### src/rtl/uart_core_param.sv
// uart_core_param: full-duplex UART with configurable data width, parity and stop bits.
// Optional RX FIFO (first-word-fall-through) compiled in when UART_RX_FIFO_EN is defined.
module uart_core_param #(
  parameter int CLK_HZ        = 100_000_000,
  parameter int BIT_RATE      = 9600,
  parameter int DATA_BITS     = 8,
  parameter int PARITY        = 0,
  parameter int STOP_BITS     = 1,
  parameter int RX_FIFO_DEPTH = 4
) (
  input  logic                 clk_i,
  input  logic                 areset_i,
  input  logic [DATA_BITS-1:0] s_tx_data_i,
  input  logic                 s_tx_valid_i,
  output logic                 s_tx_ready_o,
  output logic                 tx_o,
  input  logic                 rx_i,
  output logic [DATA_BITS-1:0] m_rx_data_o,
  output logic [1:0]           m_rx_err_o,
  output logic                 m_rx_valid_o,
  input  logic                 m_rx_ready_i,
  output logic                 rx_overrun_o
);
  localparam int CLK_PER_BIT = CLK_HZ / BIT_RATE;
  localparam int CNT_W = $clog2(CLK_PER_BIT);
  localparam logic [CNT_W-1:0] CNT_LAST = CNT_W'(CLK_PER_BIT - 1);
  localparam logic [CNT_W-1:0] CNT_HALF = CNT_W'(CLK_PER_BIT / 2 - 1);
  localparam logic [3:0] DATA_LAST = 4'(DATA_BITS - 1);
  localparam logic [3:0] STOP_LAST = 4'(STOP_BITS - 1);
  localparam logic PAR_ODD = (PARITY == 2);

  typedef enum logic [2:0] {ST_IDLE, ST_START, ST_DATA, ST_PAR, ST_STOP} state_e;

  function automatic logic parity_of(input logic [DATA_BITS-1:0] d);
    return (^d) ^ PAR_ODD;
  endfunction

  // ---------------- TX ----------------
  state_e                 tx_state_q, tx_state_d;
  logic [CNT_W-1:0]       tx_cnt_q, tx_cnt_d;
  logic [3:0]             tx_bit_q, tx_bit_d;
  logic [DATA_BITS-1:0]   tx_sh_q, tx_sh_d;
  logic                   tx_par_q, tx_par_d;
  logic                   tx_q, tx_d;

  always_ff @(posedge clk_i or posedge areset_i) begin
    if (areset_i) begin
      tx_state_q <= ST_IDLE;
      tx_cnt_q   <= '0;
      tx_bit_q   <= 4'd0;
      tx_sh_q    <= '0;
      tx_par_q   <= 1'b0;
      tx_q       <= 1'b1;
    end else begin
      tx_state_q <= tx_state_d;
      tx_cnt_q   <= tx_cnt_d;
      tx_bit_q   <= tx_bit_d;
      tx_sh_q    <= tx_sh_d;
      tx_par_q   <= tx_par_d;
      tx_q       <= tx_d;
    end
  end

  // tx_d is the line level for the state being entered, so tx_o tracks the state register.
  always_comb begin
    tx_state_d = tx_state_q;
    tx_cnt_d   = tx_cnt_q + CNT_W'(1);
    tx_bit_d   = tx_bit_q;
    tx_sh_d    = tx_sh_q;
    tx_par_d   = tx_par_q;
    tx_d       = tx_q;
    case (tx_state_q)
      ST_IDLE: begin
        tx_cnt_d = '0;
        tx_d     = 1'b1;
        if (s_tx_valid_i) begin
          tx_state_d = ST_START;
          tx_sh_d    = s_tx_data_i;
          tx_par_d   = parity_of(s_tx_data_i);
          tx_d       = 1'b0;
        end
      end
      ST_START: begin
        if (tx_cnt_q == CNT_LAST) begin
          tx_state_d = ST_DATA;
          tx_cnt_d   = '0;
          tx_bit_d   = 4'd0;
          tx_d       = tx_sh_q[0];
        end
      end
      ST_DATA: begin
        if (tx_cnt_q == CNT_LAST) begin
          tx_cnt_d = '0;
          if (tx_bit_q == DATA_LAST) begin
            tx_bit_d   = 4'd0;
            tx_state_d = (PARITY != 0) ? ST_PAR : ST_STOP;
            tx_d       = (PARITY != 0) ? tx_par_q : 1'b1;
          end else begin
            tx_bit_d = tx_bit_q + 4'd1;
            tx_sh_d  = {1'b0, tx_sh_q[DATA_BITS-1:1]};
            tx_d     = tx_sh_q[1];
          end
        end
      end
      ST_PAR: begin
        if (tx_cnt_q == CNT_LAST) begin
          tx_state_d = ST_STOP;
          tx_cnt_d   = '0;
          tx_bit_d   = 4'd0;
          tx_d       = 1'b1;
        end
      end
      ST_STOP: begin
        if (tx_cnt_q == CNT_LAST) begin
          tx_cnt_d = '0;
          tx_d     = 1'b1;
          if (tx_bit_q == STOP_LAST) begin
            tx_state_d = ST_IDLE;
          end else begin
            tx_bit_d = tx_bit_q + 4'd1;
          end
        end
      end
      default: begin
        tx_state_d = ST_IDLE;
        tx_d       = 1'b1;
      end
    endcase
  end

  assign s_tx_ready_o = (tx_state_q == ST_IDLE) & ~areset_i;
  assign tx_o         = tx_q;

  // ---------------- RX ----------------
  logic                 rx_s1_q, rx_s2_q, rx_prev_q;
  state_e               rx_state_q, rx_state_d;
  logic [CNT_W-1:0]     rx_cnt_q, rx_cnt_d;
  logic [3:0]           rx_bit_q, rx_bit_d;
  logic [DATA_BITS-1:0] rx_sh_q, rx_sh_d;
  logic                 rx_par_q, rx_par_d;
  logic                 rx_perr_q, rx_perr_d;
  logic                 rx_ferr_q, rx_ferr_d;
  logic                 rx_done_s;
  logic [1:0]           rx_err_s;

  always_ff @(posedge clk_i or posedge areset_i) begin
    if (areset_i) begin
      rx_s1_q    <= 1'b1;
      rx_s2_q    <= 1'b1;
      rx_prev_q  <= 1'b1;
      rx_state_q <= ST_IDLE;
      rx_cnt_q   <= '0;
      rx_bit_q   <= 4'd0;
      rx_sh_q    <= '0;
      rx_par_q   <= 1'b0;
      rx_perr_q  <= 1'b0;
      rx_ferr_q  <= 1'b0;
    end else begin
      rx_s1_q    <= rx_i;
      rx_s2_q    <= rx_s1_q;
      rx_prev_q  <= rx_s2_q;
      rx_state_q <= rx_state_d;
      rx_cnt_q   <= rx_cnt_d;
      rx_bit_q   <= rx_bit_d;
      rx_sh_q    <= rx_sh_d;
      rx_par_q   <= rx_par_d;
      rx_perr_q  <= rx_perr_d;
      rx_ferr_q  <= rx_ferr_d;
    end
  end

  // After the half-bit start check, every later sample lands mid-bit.
  always_comb begin
    rx_state_d = rx_state_q;
    rx_cnt_d   = rx_cnt_q + CNT_W'(1);
    rx_bit_d   = rx_bit_q;
    rx_sh_d    = rx_sh_q;
    rx_par_d   = rx_par_q;
    rx_perr_d  = rx_perr_q;
    rx_ferr_d  = rx_ferr_q;
    rx_done_s  = 1'b0;
    rx_err_s   = {rx_ferr_q | ~rx_s2_q, rx_perr_q};
    case (rx_state_q)
      ST_IDLE: begin
        rx_cnt_d = '0;
        if (rx_prev_q & ~rx_s2_q) begin
          rx_state_d = ST_START;
          rx_par_d   = 1'b0;
          rx_perr_d  = 1'b0;
          rx_ferr_d  = 1'b0;
        end
      end
      ST_START: begin
        if (rx_cnt_q == CNT_HALF) begin
          rx_cnt_d   = '0;
          rx_bit_d   = 4'd0;
          rx_state_d = rx_s2_q ? ST_IDLE : ST_DATA;
        end
      end
      ST_DATA: begin
        if (rx_cnt_q == CNT_LAST) begin
          rx_cnt_d = '0;
          rx_sh_d  = {rx_s2_q, rx_sh_q[DATA_BITS-1:1]};
          rx_par_d = rx_par_q ^ rx_s2_q;
          if (rx_bit_q == DATA_LAST) begin
            rx_bit_d   = 4'd0;
            rx_state_d = (PARITY != 0) ? ST_PAR : ST_STOP;
          end else begin
            rx_bit_d = rx_bit_q + 4'd1;
          end
        end
      end
      ST_PAR: begin
        if (rx_cnt_q == CNT_LAST) begin
          rx_cnt_d   = '0;
          rx_bit_d   = 4'd0;
          rx_perr_d  = rx_s2_q ^ rx_par_q ^ PAR_ODD;
          rx_state_d = ST_STOP;
        end
      end
      ST_STOP: begin
        if (rx_cnt_q == CNT_LAST) begin
          rx_cnt_d  = '0;
          rx_ferr_d = rx_ferr_q | ~rx_s2_q;
          if (rx_bit_q == STOP_LAST) begin
            rx_done_s  = 1'b1;
            rx_state_d = ST_IDLE;
          end else begin
            rx_bit_d = rx_bit_q + 4'd1;
          end
        end
      end
      default: rx_state_d = ST_IDLE;
    endcase
  end

`ifdef UART_RX_FIFO_EN
  localparam int AW = $clog2(RX_FIFO_DEPTH);
  logic [DATA_BITS+1:0] mem_q [RX_FIFO_DEPTH];
  logic [AW:0]          wr_q, rd_q;
  logic                 empty_s, full_s, pop_s, push_s, ovr_q;

  assign empty_s = (wr_q == rd_q);
  assign full_s  = (wr_q[AW] != rd_q[AW]) && (wr_q[AW-1:0] == rd_q[AW-1:0]);
  assign pop_s   = ~empty_s & m_rx_ready_i;
  assign push_s  = rx_done_s & (~full_s | pop_s);

  always_ff @(posedge clk_i or posedge areset_i) begin
    if (areset_i) begin
      for (int i = 0; i < RX_FIFO_DEPTH; i++) mem_q[i] <= '0;
      wr_q  <= '0;
      rd_q  <= '0;
      ovr_q <= 1'b0;
    end else begin
      if (push_s) begin
        mem_q[wr_q[AW-1:0]] <= {rx_err_s, rx_sh_q};
        wr_q <= wr_q + (AW+1)'(1);
      end
      if (pop_s) rd_q <= rd_q + (AW+1)'(1);
      ovr_q <= rx_done_s & full_s & ~pop_s;
    end
  end

  assign {m_rx_err_o, m_rx_data_o} = mem_q[rd_q[AW-1:0]];
  assign m_rx_valid_o = ~empty_s;
  assign rx_overrun_o = ovr_q;
`else
  logic [DATA_BITS-1:0] out_data_q;
  logic [1:0]           out_err_q;
  logic                 out_valid_q, ovr_q;

  // A frame loads when the register is empty or being drained; otherwise it is dropped.
  always_ff @(posedge clk_i or posedge areset_i) begin
    if (areset_i) begin
      out_data_q  <= '0;
      out_err_q   <= 2'b00;
      out_valid_q <= 1'b0;
      ovr_q       <= 1'b0;
    end else begin
      ovr_q <= 1'b0;
      if (rx_done_s && (!out_valid_q || m_rx_ready_i)) begin
        out_data_q  <= rx_sh_q;
        out_err_q   <= rx_err_s;
        out_valid_q <= 1'b1;
      end else if (rx_done_s) begin
        ovr_q <= 1'b1;
      end else if (m_rx_ready_i) begin
        out_valid_q <= 1'b0;
      end else begin
        out_valid_q <= out_valid_q;
      end
    end
  end

  assign m_rx_data_o  = out_data_q;
  assign m_rx_err_o   = out_err_q;
  assign m_rx_valid_o = out_valid_q;
  assign rx_overrun_o = ovr_q;
`endif

endmodule

### config.mk
export PLATFORM = sky130hd
export DESIGN_NAME = uart_core_param
export DESIGN_NICKNAME = d
export VERILOG_FILES = /design/src/rtl/uart_core_param.sv
export SDC_FILE = /design/constraint.sdc
export NUM_CORES = 1
export LEC_CHECK = 0
export CORE_MARGIN = 8
export CORE_UTILIZATION = 30
export CTS_CLUSTER_SIZE = 25
export DETAILED_ROUTE_END_ITERATION = 7
export GPL_ROUTABILITY_DRIVEN = 1
export GPL_TIMING_DRIVEN = 1
export SYNTH_ARGS = -nofsm -noshare
export SYNTH_HDL_FRONTEND = slang
export SYNTH_SLANG_ARGS = --single-unit
### constraint.sdc
create_clock -name clk_i -period 3.1 [get_ports clk_i]
set_input_delay 0.775 -clock clk_i [delete_from_list [all_inputs] [get_ports clk_i]]
set_output_delay 0.775 -clock clk_i [all_outputs]
set_load 0.1 [all_outputs]
# Word-level counts from Yosys, hierarchy flattened
# Cells that the tools add are included.
[classes]
n_addsub = 4
n_eq_ne = 33
muxes = 59
bitwise_logic = 6
reduce_logical = 29
[ops]
columns = ["op", "count"]
rows = [
  ["2-to-1 mux 4 bit", 11],
  ["2-to-1 mux 14 bit", 3],
  ["2-to-1 mux 3 bit", 14],
  ["case mux 14 bit (3 select lines)", 1],
  ["inequality test 2 bit, second input constant", 17],
  ["case mux 3 bit (5 select lines)", 2],
  ["adder 14 x 1 -> 14 bit, second input constant", 2],
  ["== test 14 bit, second input constant", 2],
  ["case mux 14 bit (2 select lines)", 1],
  ["2-to-1 mux 8 bit", 3],
  ["2-to-1 mux 1 bit", 16],
  ["case mux 4 bit (4 select lines)", 1],
  ["case mux 8 bit (2 select lines)", 1],
  ["== test 14 x 13 -> 1 bit, second input constant", 1],
  ["AND reduction 7 bit", 2],
  ["== test 3 x 2 -> 1 bit, second input constant", 4],
  ["case mux 4 bit (3 select lines)", 1],
  ["AND reduction 3 bit", 4],
  ["nonzero test 2 bit", 5],
  ["adder 4 x 1 -> 4 bit, second input constant", 2],
  ["== test 4 x 3 -> 1 bit, second input constant", 2],
  ["logical NOT 4 bit", 2],
  ["== test 3 x 1 -> 1 bit, second input constant", 2],
  ["== test 3 bit, second input constant", 2],
  ["other kinds (21)", 30],
]
[word_totals]
ff_bits = 77
out_inout_bits = 14
elab_cells = 150

# Logic depth before layout (Yosys ltp)
# Gate-level depths: netlist of run 1.
[logic_depth]
word_depth = 7
mapped_depth = 7
mapped_depth_nobuf = 6

# Least setup slack after synthesis of run 1
# No wires, ideal clock.
[synth_path]
kind = "input to output"
start = "input port areset_i"
end = "output port s_tx_ready_o"
t_arrival_ns = 3.593
t_required_ns = 2.325
path_slack_ns = -1.268
path_stages = 1
path_buffers = 0
path_cell_list = "nor4_1"
[synth_via]
elab_chain_cells = 2
[synth_rtl]
columns = ["element", "line", "rtl"]
rows = [
  ["start, declared", "12", "input logic areset_i,"],
  ["NOT 1 bit", "131", "assign s_tx_ready_o = (tx_state_q == ST_IDLE) & ~areset_i;"],
  ["AND 1 bit", "131", ""],
  ["end, declared", "15", "output logic s_tx_ready_o,"],
]
# No other way between the ends.

# Final worst setup path of run 1
# Same ends and word-level chain as after synthesis.

==> flow_metrics.env, run 1 <==
export IMPL_run_status="finished, final reports clean"
export IMPL_tritoncts_clock_tree="done"
export IMPL_clock_tree_root_cell="sky130_fd_sc_hd__clkbuf_16"
export IMPL_first_global_vias=2754
export IMPL_final_setup_skew_ns=0.00377
export IMPL_cp_end_kind="primary output"
export IMPL_rows=41
export IMPL_antenna_found_initial=0
export IMPL_globalRouteTotalUtil=0.0943
export IMPL_remaining_drc_errors=0
export IMPL_postCtsSetupRepairBufs=0
export IMPL_hold_violations=0
export IMPL_finalPower_mw=2.53
export IMPL_setup_ws_ns=0.655
export IMPL_max_slew_margin_rel=0.606
export IMPL_timing_critical_path_from_type="input pin"
export IMPL_path_class="input pin to primary output"
export IMPL_power_ir_vdd_worst_uv=271
export IMPL_numPlacedInstances=545
export IMPL_n_antenna_cell=0
export IMPL_post_synth_inst_count=358
export IMPL_period_share=0.789
export IMPL_wirelength_mm=7.37
export IMPL_report_final_slew_viol_count=0
export IMPL_numCtsBuffers=9
export IMPL_static_leakage_power_nw=1.97
export IMPL_yosysUniqueCellTypes=58
export IMPL_async_reset_ff_frac=1.00
export IMPL_global_route_overflow_total=0
export IMPL_synth_net_count=377
export IMPL_grt_setup_unrepaired="false"
export IMPL_port_buffer_count=26
export IMPL_number_of_synthesized_flops_with_an_enable_pin=0
export IMPL_setup_violations=0
export IMPL_floorplan_core_area_mm2=0.0126
export IMPL_most_common_layout_cells="sky130_fd_sc_hd__dfrtp_1, sky130_fd_sc_hd__nor2_1, sky130_fd_sc_hd__mux2_2"
export IMPL_post_layout_min_period_ns=2.44
export IMPL_ioPinCount=27
export IMPL_maxCapViolCount=0
export IMPL_synth_ff_latch_count=77
export IMPL_ctsLongestPathBuffers=2
export IMPL_worst_path_max_fanout=2
export IMPL_synth_flop_cell="sky130_fd_sc_hd__dfrtp_1"
export IMPL_worstHoldPathType="register to register"
export IMPL_detailedRoute_firstPassIterationCount=4
export IMPL_achievable_frequency_ghz=0.409
export IMPL_drive_gt1_frac=0.203
export IMPL_final_cell_count_no_fill=561
export IMPL_dp_final_hpwl_mm=5.07
export IMPL_dr_first_iter_drc_count=148
export IMPL_post_synthesis_average_cell_area_um2=10.7
export IMPL_vias_per_cell=4.82
export IMPL_areaGrowthSynthToFinish_pct=19.4
export IMPL_weighted_congestion_reported_at_the_end_of_routability_driven_placement=0.761
export IMPL_final_common_cell="sky130_fd_sc_hd__dfrtp_1"
export IMPL_fp_dieArea_mm2=0.0167
export IMPL_worst_endpoint_arrival_ns=1.67
export IMPL_route_antenna_remaining_nets=0
export IMPL_cts_resized_gates=0
export IMPL_finalHoldWorstSlack_ns=0.365
export IMPL_die_width_um=129
export IMPL_grt_first_pass_wirelength_mm=12.8
export IMPL_seq_area_frac_synth=0.502
export IMPL_final_nets=403
export IMPL_netlist_area_before_placement_mm2=0.00385
export IMPL_detailedPlace_worstSlack_ns=0.643
export IMPL_clk_pin_slew_ns=0.06
export IMPL_power_per_cell_area_mw_per_mm2=550
export IMPL_average_wire_length_per_cell_after_detail_routing_um=13.1
export IMPL_timing_setup_tns_ns=0
export IMPL_tightestPinTransition_ns=0.590
export IMPL_dieHeight_um=129
export IMPL_numClockSinks=77
export IMPL_worst_endpoint_required_time_ns=2.32
export IMPL_clock_insertion_delay_at_the_later_pin_of_the_skew_report_ns=0.33
export IMPL_initial_utilization=0.306
export IMPL_hold_buffers=0
export IMPL_cts_htree_levels=3
export IMPL_vias=2704
export IMPL_pin_count_of_the_biggest_net_entering_global_routing=78
export IMPL_yosys_warnings=0
==> routing by layer <==
| layer | global-route usage | share of wire | vias up |
|---|---|---|---|
| met5 | 0 | 0 | - |
| met4 | 0.0449 | 0.017 | 0 |
| met3 | 0.0292 | 0.045 | 11 |
| met2 | 0.146 | 0.46 | 40 |
| met1 | 0.117 | 0.47 | 1330 |
| li1 | - | - | 1323 |
==> final timing paths <==
| kind | start | end | slack (ns) | depth (start not counted) |
|---|---|---|---|---|
| setup / recovery | areset_i | s_tx_ready_o | 0.66 | 3 |
| hold / removal | rx_s1_q | rx_s2_q | 0.36 | 0 |
| setup reg to reg | rx_bit_q[0] | m_rx_data_o[7] | 0.83 | 5 |
| hold reg to reg | rx_s1_q | rx_s2_q | 0.36 | 0 |
| max in group asynchronous | areset_i | rx_s2_q | 1.80 | 3 |
| min in group asynchronous | areset_i | tx_bit_q[2] | 0.94 | 3 |
==> through the flow <==
step | area (µm²) | util
3_5_place_dp | 4280 | 0.340
3_3_place_gp | 4280 | 0.340
2_1_floorplan | 3860 | -
4_1_cts | 4590 | 0.365
5_1_grt | 4590 | 0.365
6_report | 4590 | 0.365
==> synth_stat cells (all sizes together), types with 5 or more instances <==
cell type	n	area [µm²]
xnor2	17	149
nor2b	5	31.3
dfrtp	73	1830
nor2	41	154
xor2	8	70.1
nor3	10	50.1
mux2	31	349
a21oi	9	45.0
ha	6	75.1
nand2	13	48.8
nand4	8	50.1
nand3	16	80.1
inv	18	67.6
clkbuf	7	27.5
nor4	5	46.3
buf	6	35.0
o21ai	7	35.0
nand2b	7	43.8
==> kinds of logic after synthesis <==
kind of cell,share of synthesized area
compound gates,0.0813
xor+xnor,0.0569
fa+ha+maj,0.0221
buf+inv,0.0338
flops,0.502
mux,0.101
simple gates,0.202
==> worst max-delay path, cell delays in order <==
cell and delay, ns:
sky130_fd_sc_hd__clkdlybuf4s50_1 0.47, sky130_fd_sc_hd__nor4_4 0.20, sky130_fd_sc_hd__buf_12 0.21
==> report_power, final <==
group	internal, mW	total (mW)	leakage [nW]	switching (mW)
clock network	0.688	1.08	0.152	0.393
logic	0.119	0.279	0.790	0.159
registers	1.10	1.17	1.03	0.0706
==> registers in the layout, indices dropped and copies added, names as in the netlist, 2 cells and up <==
name,flops
m_rx_data_o,8
tx_sh_q,8
rx_state_q,3
rx_sh_q,8
m_rx_err_o,2
tx_cnt_q,14
rx_cnt_q,14
tx_bit_q,4
tx_state_q,3
rx_bit_q,4
==> layout make-up <==
type	instances	area, µm²
multi-input combinational	250	1800
timing repair buffer	28	265
tap	172	215
clock buffer	13	270
sequential	77	1930
fill	1239	7980
inverter	18	67.6
clock inverter	3	42.5
Power figures use the tool's default switching activity.
==> run 2: changes to the inputs <==
- clock period: 3.1 -> 2.32 ns (I/O delays scaled with it)
==> flow_metrics.env, run 2 (synthesized netlist as in run 1, its figures left out) <==
export IMPL_clk_pin_slew_ns=0.06
export IMPL_antenna_found_initial=0
export IMPL_timing_setup_tns_ns=0
export IMPL_worst_endpoint_required_time_ns=2.53
export IMPL_postCtsSetupRepairBufs=0
export IMPL_globalRouteTotalUtil=0.0969
export IMPL_cpLargestDelayFamily="simple AND/OR/NAND/NOR gates"
export IMPL_static_leakage_power_nw=1.99
export IMPL_remaining_drc_errors=0
export IMPL_clock_insertion_delay_at_the_later_pin_of_the_skew_report_ns=0.33
export IMPL_vias_per_cell=4.81
export IMPL_cp_slowest_cell="sky130_fd_sc_hd__and4b_1"
export IMPL_route_antenna_remaining_nets=0
export IMPL_final_cell_count_no_fill=565
export IMPL_numClockSinks=77
export IMPL_hold_violations=0
export IMPL_average_wire_length_per_cell_after_detail_routing_um=13.0
export IMPL_clock_tree_root_cell="sky130_fd_sc_hd__clkbuf_16"
export IMPL_hold_buffers=0
export IMPL_run_status="finished, final reports clean"
export IMPL_fp_dieArea_mm2=0.0167
export IMPL_wirelength_mm=7.35
export IMPL_dieHeight_um=129
export IMPL_dr_first_iter_drc_count=149
export IMPL_reg_top3="rx_cnt_q x14, tx_cnt_q x14"
export IMPL_path_common_cell="sky130_fd_sc_hd__and4b_1"
export IMPL_vias=2715
export IMPL_path_class="register to register"
export IMPL_port_buffer_count=26
export IMPL_timing_critical_path_from_type="register"
export IMPL_power_per_cell_area_mw_per_mm2=743
export IMPL_period_share=0.940
export IMPL_report_final_slew_viol_count=0
export IMPL_pin_count_of_the_biggest_net_entering_global_routing=78
export IMPL_drive_gt1_frac=0.211
export IMPL_rows=41
export IMPL_cp_end_kind="register"
export IMPL_ctsLongestPathBuffers=2
export IMPL_grt_setup_unrepaired="false"
export IMPL_most_common_layout_cells="sky130_fd_sc_hd__dfrtp_1, sky130_fd_sc_hd__nor2_1, sky130_fd_sc_hd__mux2_2"
export IMPL_numPlacedInstances=549
export IMPL_max_slew_margin_rel=0.582
export IMPL_achievable_frequency_ghz=0.459
export IMPL_first_global_vias=2783
export IMPL_final_nets=407
export IMPL_maxCapViolCount=0
export IMPL_areaGrowthSynthToFinish_pct=20.6
export IMPL_numCtsBuffers=9
export IMPL_weighted_congestion_reported_at_the_end_of_routability_driven_placement=0.808
export IMPL_final_common_cell="sky130_fd_sc_hd__dfrtp_1"
export IMPL_detailedRoute_firstPassIterationCount=4
export IMPL_finalPower_mw=3.45
export IMPL_cts_resized_gates=0
export IMPL_initial_utilization=0.306
export IMPL_cts_htree_levels=3
export IMPL_die_width_um=129
export IMPL_power_ir_vdd_worst_uv=329
export IMPL_tightestPinTransition_ns=0.627
export IMPL_n_antenna_cell=0
export IMPL_finalHoldWorstSlack_ns=0.354
export IMPL_buffering_stage_count_on_the_worst_path_with_inverters_included=1
export IMPL_cp_cell_sequence="ha_1, and4_1, and4b_1, and4b_1, buf_4, mux2_2"
export IMPL_setup_violations=0
export IMPL_final_setup_skew_ns=0.00600
export IMPL_worst_path_max_fanout=10
export IMPL_tritoncts_clock_tree="done"
export IMPL_floorplan_core_area_mm2=0.0126
export IMPL_slowest_delay_ns=0.40
export IMPL_global_route_overflow_total=0
export IMPL_dp_final_hpwl_mm=5.17
export IMPL_ioPinCount=27
export IMPL_grt_first_pass_wirelength_mm=13.1
export IMPL_post_layout_min_period_ns=2.18
export IMPL_worstHoldPathType="register to register"
export IMPL_worst_endpoint_arrival_ns=2.39
## run 2: cell types whose count changed in the layout (fill, tap and decap cells not counted), sizes merged
cell      before  now
clkinvlp       1    3
bufinv         1    2
clkbuf        13   11
inv           18   17
buf           16   20
## run 2: worst register-to-register path: cells and delay by family (launching register included)
kind	cells	cell delay (ns)
DFF	1	0.36
and+or+nand+nor	3	0.94
buffers and inverters	1	0.18
adders and majority gates	1	0.23
muxes	1	0.35
## run 2: path summary, 6_finish.rpt
path                            cells after the start              to   startpoint  slack, ns
min in group asynchronous                           3      tx_sh_q[7]     areset_i       0.80
max in group asynchronous                           3            tx_o     areset_i       1.17
worst min register to register                      0         rx_s2_q      rx_s1_q       0.35
worst max register to register                      6  m_rx_data_o[3]  rx_cnt_q[0]       0.14
worst max-delay path                                6  m_rx_data_o[3]  rx_cnt_q[0]       0.14
worst min-delay path                                0         rx_s2_q      rx_s1_q       0.35
## run 2: report_power, final
group          switching (mW)  total [mW]  leakage, nW  internal, mW
logic                   0.217       0.380        0.806         0.163
clock network           0.544        1.52        0.152         0.973
registers              0.0864        1.55         1.03          1.46
## run 2: layer usage
layer,vias to the layer above,global-route usage,part of all wire
met5,-,0,0
met4,0,0.0373,0.015
met3,11,0.0259,0.032
met2,41,0.157,0.48
met1,1324,0.120,0.47
li1,1339,-,-
## run 2: area by class of cell
cell class / count / area, µm²
Fill cell: 1240 / 7930
Sequential cell: 77 / 1930
Multi-Input combinational cell: 250 / 1800
Timing Repair Buffer: 32 / 295
Clock buffer: 11 / 243
Tap cell: 172 / 215
Inverter: 18 / 71.3
Clock inverter: 5 / 83.8
## run 2: per-stage QoR
step	area [µm²]	setup slack [ns]	util
after floorplan	3860	0.0448	-
after global placement	4310	0.192	0.343
after detailed placement	4310	0.165	0.343
after CTS	4640	0.135	0.369
after global routing	4640	0.00315	0.369
final	4640	0.140	0.369
==> run 3: changes to the inputs <==
- ABC_CLOCK_PERIOD_IN_PS: not set -> 2320
- CELL_PAD_IN_SITES_DETAIL_PLACEMENT: not set -> 1
- CELL_PAD_IN_SITES_GLOBAL_PLACEMENT: not set -> 1
- PLACE_DENSITY_LB_ADDON: not set -> 0.1
- SETUP_SLACK_MARGIN: not set -> 0.15
==> flow_metrics.env, run 3 (synthesized netlist as in run 1, its figures left out) <==
export IMPL_initial_utilization=0.306
export IMPL_final_nets=414
export IMPL_vias_per_cell=4.79
export IMPL_n_fill_cell=1402
export IMPL_cp_slowest_cell="sky130_fd_sc_hd__clkdlybuf4s50_1"
export IMPL_hold_end="rx_s2_q"
export IMPL_whs_path_depth=0
export IMPL_numCtsBuffers=9
export IMPL_period_share=0.906
export IMPL_place_area_mm2=0.00438
export IMPL_detailedPlace_worstSlack_ns=0.192
export IMPL_n_antenna_cell=0
export IMPL_reg_top3="rx_cnt_q x14, tx_cnt_q x14"
export IMPL_most_common_layout_cells="sky130_fd_sc_hd__dfrtp_1, sky130_fd_sc_hd__nor2_1, sky130_fd_sc_hd__mux2_2"
export IMPL_detailedRoute_firstPassIterationCount=4
export IMPL_run_status="finished, final reports clean"
export IMPL_finalPower_mw=3.56
export IMPL_post_layout_min_period_ns=2.10
export IMPL_first_global_vias=2896
export IMPL_max_slew_margin_rel=0.571
export IMPL_power_ir_vdd_worst_uv=321
export IMPL_final_common_cell="sky130_fd_sc_hd__dfrtp_1"
export IMPL_final_cell_count_no_fill=572
export IMPL_ioPinCount=27
export IMPL_grt_setup_unrepaired="true"
export IMPL_dp_final_hpwl_mm=6.02
export IMPL_final_design_area_no_fill_mm2=0.00474
export IMPL_dieHeight_um=129
export IMPL_antenna_found_initial=0
export IMPL_grt_first_pass_wirelength_mm=14.9
export IMPL_drive_gt1_frac=0.240
export IMPL_finalHoldWorstSlack_ns=0.357
export IMPL_maxCapViolCount=0
export IMPL_clock_tree_root_cell="sky130_fd_sc_hd__clkbuf_16"
export IMPL_ff2ff_path_depth=6
export IMPL_cp_end_kind="primary output"
export IMPL_port_buffer_count=26
export IMPL_numPlacedInstances=556
export IMPL_cts_htree_levels=3
export IMPL_path_class="input pin to primary output"
export IMPL_worst_path_max_fanout=2
export IMPL_weighted_congestion_reported_at_the_end_of_routability_driven_placement=0.743
export IMPL_cp_cell_sequence="clkdlybuf4s50_1, nor4_4, buf_12"
export IMPL_vias=2741
export IMPL_fp_dieArea_mm2=0.0167
export IMPL_areaGrowthSynthToFinish_pct=23.1
export IMPL_global_route_overflow_total=0
export IMPL_static_leakage_power_nw=2.05
export IMPL_slowest_delay_ns=0.49
export IMPL_route_antenna_remaining_nets=0
export IMPL_setup_violations=0
export IMPL_tightestPinTransition_ns=0.643
export IMPL_clk_pin_slew_ns=0.06
export IMPL_wirelength_mm=8.45
export IMPL_die_width_um=129
export IMPL_worstHoldStart="rx_s1_q"
export IMPL_report_final_slew_viol_count=0
export IMPL_post_route_util=0.377
export IMPL_final_setup_skew_ns=0.00702
export IMPL_globalRouteTotalUtil=0.115
export IMPL_timing_setup_tns_ns=0
export IMPL_dr_first_iter_drc_count=81
export IMPL_ctsLongestPathBuffers=2
export IMPL_power_per_cell_area_mw_per_mm2=752
export IMPL_worst_endpoint_required_time_ns=1.74
export IMPL_clock_insertion_delay_at_the_later_pin_of_the_skew_report_ns=0.34
export IMPL_achievable_frequency_ghz=0.476
export IMPL_worst_endpoint_arrival_ns=1.52
export IMPL_floorplan_core_area_mm2=0.0126
export IMPL_timing_critical_path_from_type="input pin"
export IMPL_tritoncts_clock_tree="done"
export IMPL_remaining_drc_errors=0
export IMPL_worst_r2r_dst="rx_bit_q[3]"
export IMPL_setup_ws_ns=0.219
export IMPL_hold_violations=0
export IMPL_regToRegStartpoint="rx_cnt_q[0]"
export IMPL_rows=41
export IMPL_pin_count_of_the_biggest_net_entering_global_routing=78
export IMPL_numClockSinks=77
export IMPL_worstHoldPathType="register to register"
export IMPL_average_wire_length_per_cell_after_detail_routing_um=14.8
export IMPL_reg2reg_slack_ns=0.25
-- run 3: per-layer routing --
metal  routed length (µm)  GRT usage  part of all wire  vias up
li1                     -          -                 -     1342
met1                 4020      0.140              0.48     1372
met2                 4020      0.182              0.48       17
met3                  275     0.0399             0.033       10
met4                  133     0.0449             0.016        0
met5                    0          0                 0        -
-- run 3: layout make-up --
class	count	area [µm²]	area share
sequential	77	1930	0.408
multi-input combinational	250	1810	0.383
timing repair buffer	39	360	0.0761
clock buffer	10	229	0.0483
tap	172	215	0.0454
clock inverter	6	116	0.0246
inverter	18	71.3	0.0151
-- run 3: power breakdown --
group	internal, mW	total, mW	switching (mW)
registers	1.46	1.55	0.0896
clock network	1.06	1.62	0.561
logic	0.165	0.384	0.220
-- run 3: worst max-delay path by stage --
stage,start,endpoint,slack [ns]
floorplan,tx_state_q[0],s_tx_ready_o,0.04
global placement,rx_cnt_q[0],rx_bit_q[3],0.18
detailed placement,rx_cnt_q[0],rx_bit_q[3],0.19
CTS,rx_cnt_q[0],rx_bit_q[3],0.17
global route,rx_cnt_q[0],rx_bit_q[3],0.13
finish,areset_i,s_tx_ready_o,0.22
-- run 3: worst max-delay path, delay by kind of cell --
family | cells | cell delay (ns)
buffers and inverters | 2 | 0.71
AND/OR/NAND/NOR | 1 | 0.23
-- run 3: what timing repair did --
| action | CTS | global route |
|---|---|---|
| endpoints found under the setup margin | 0 | 37 |
| gates resized for setup | 0 | 6 |
| buffers inserted | 0 | 0 |
| hold endpoints to repair | 0 | 0 |
| hold buffers | 0 | 0 |
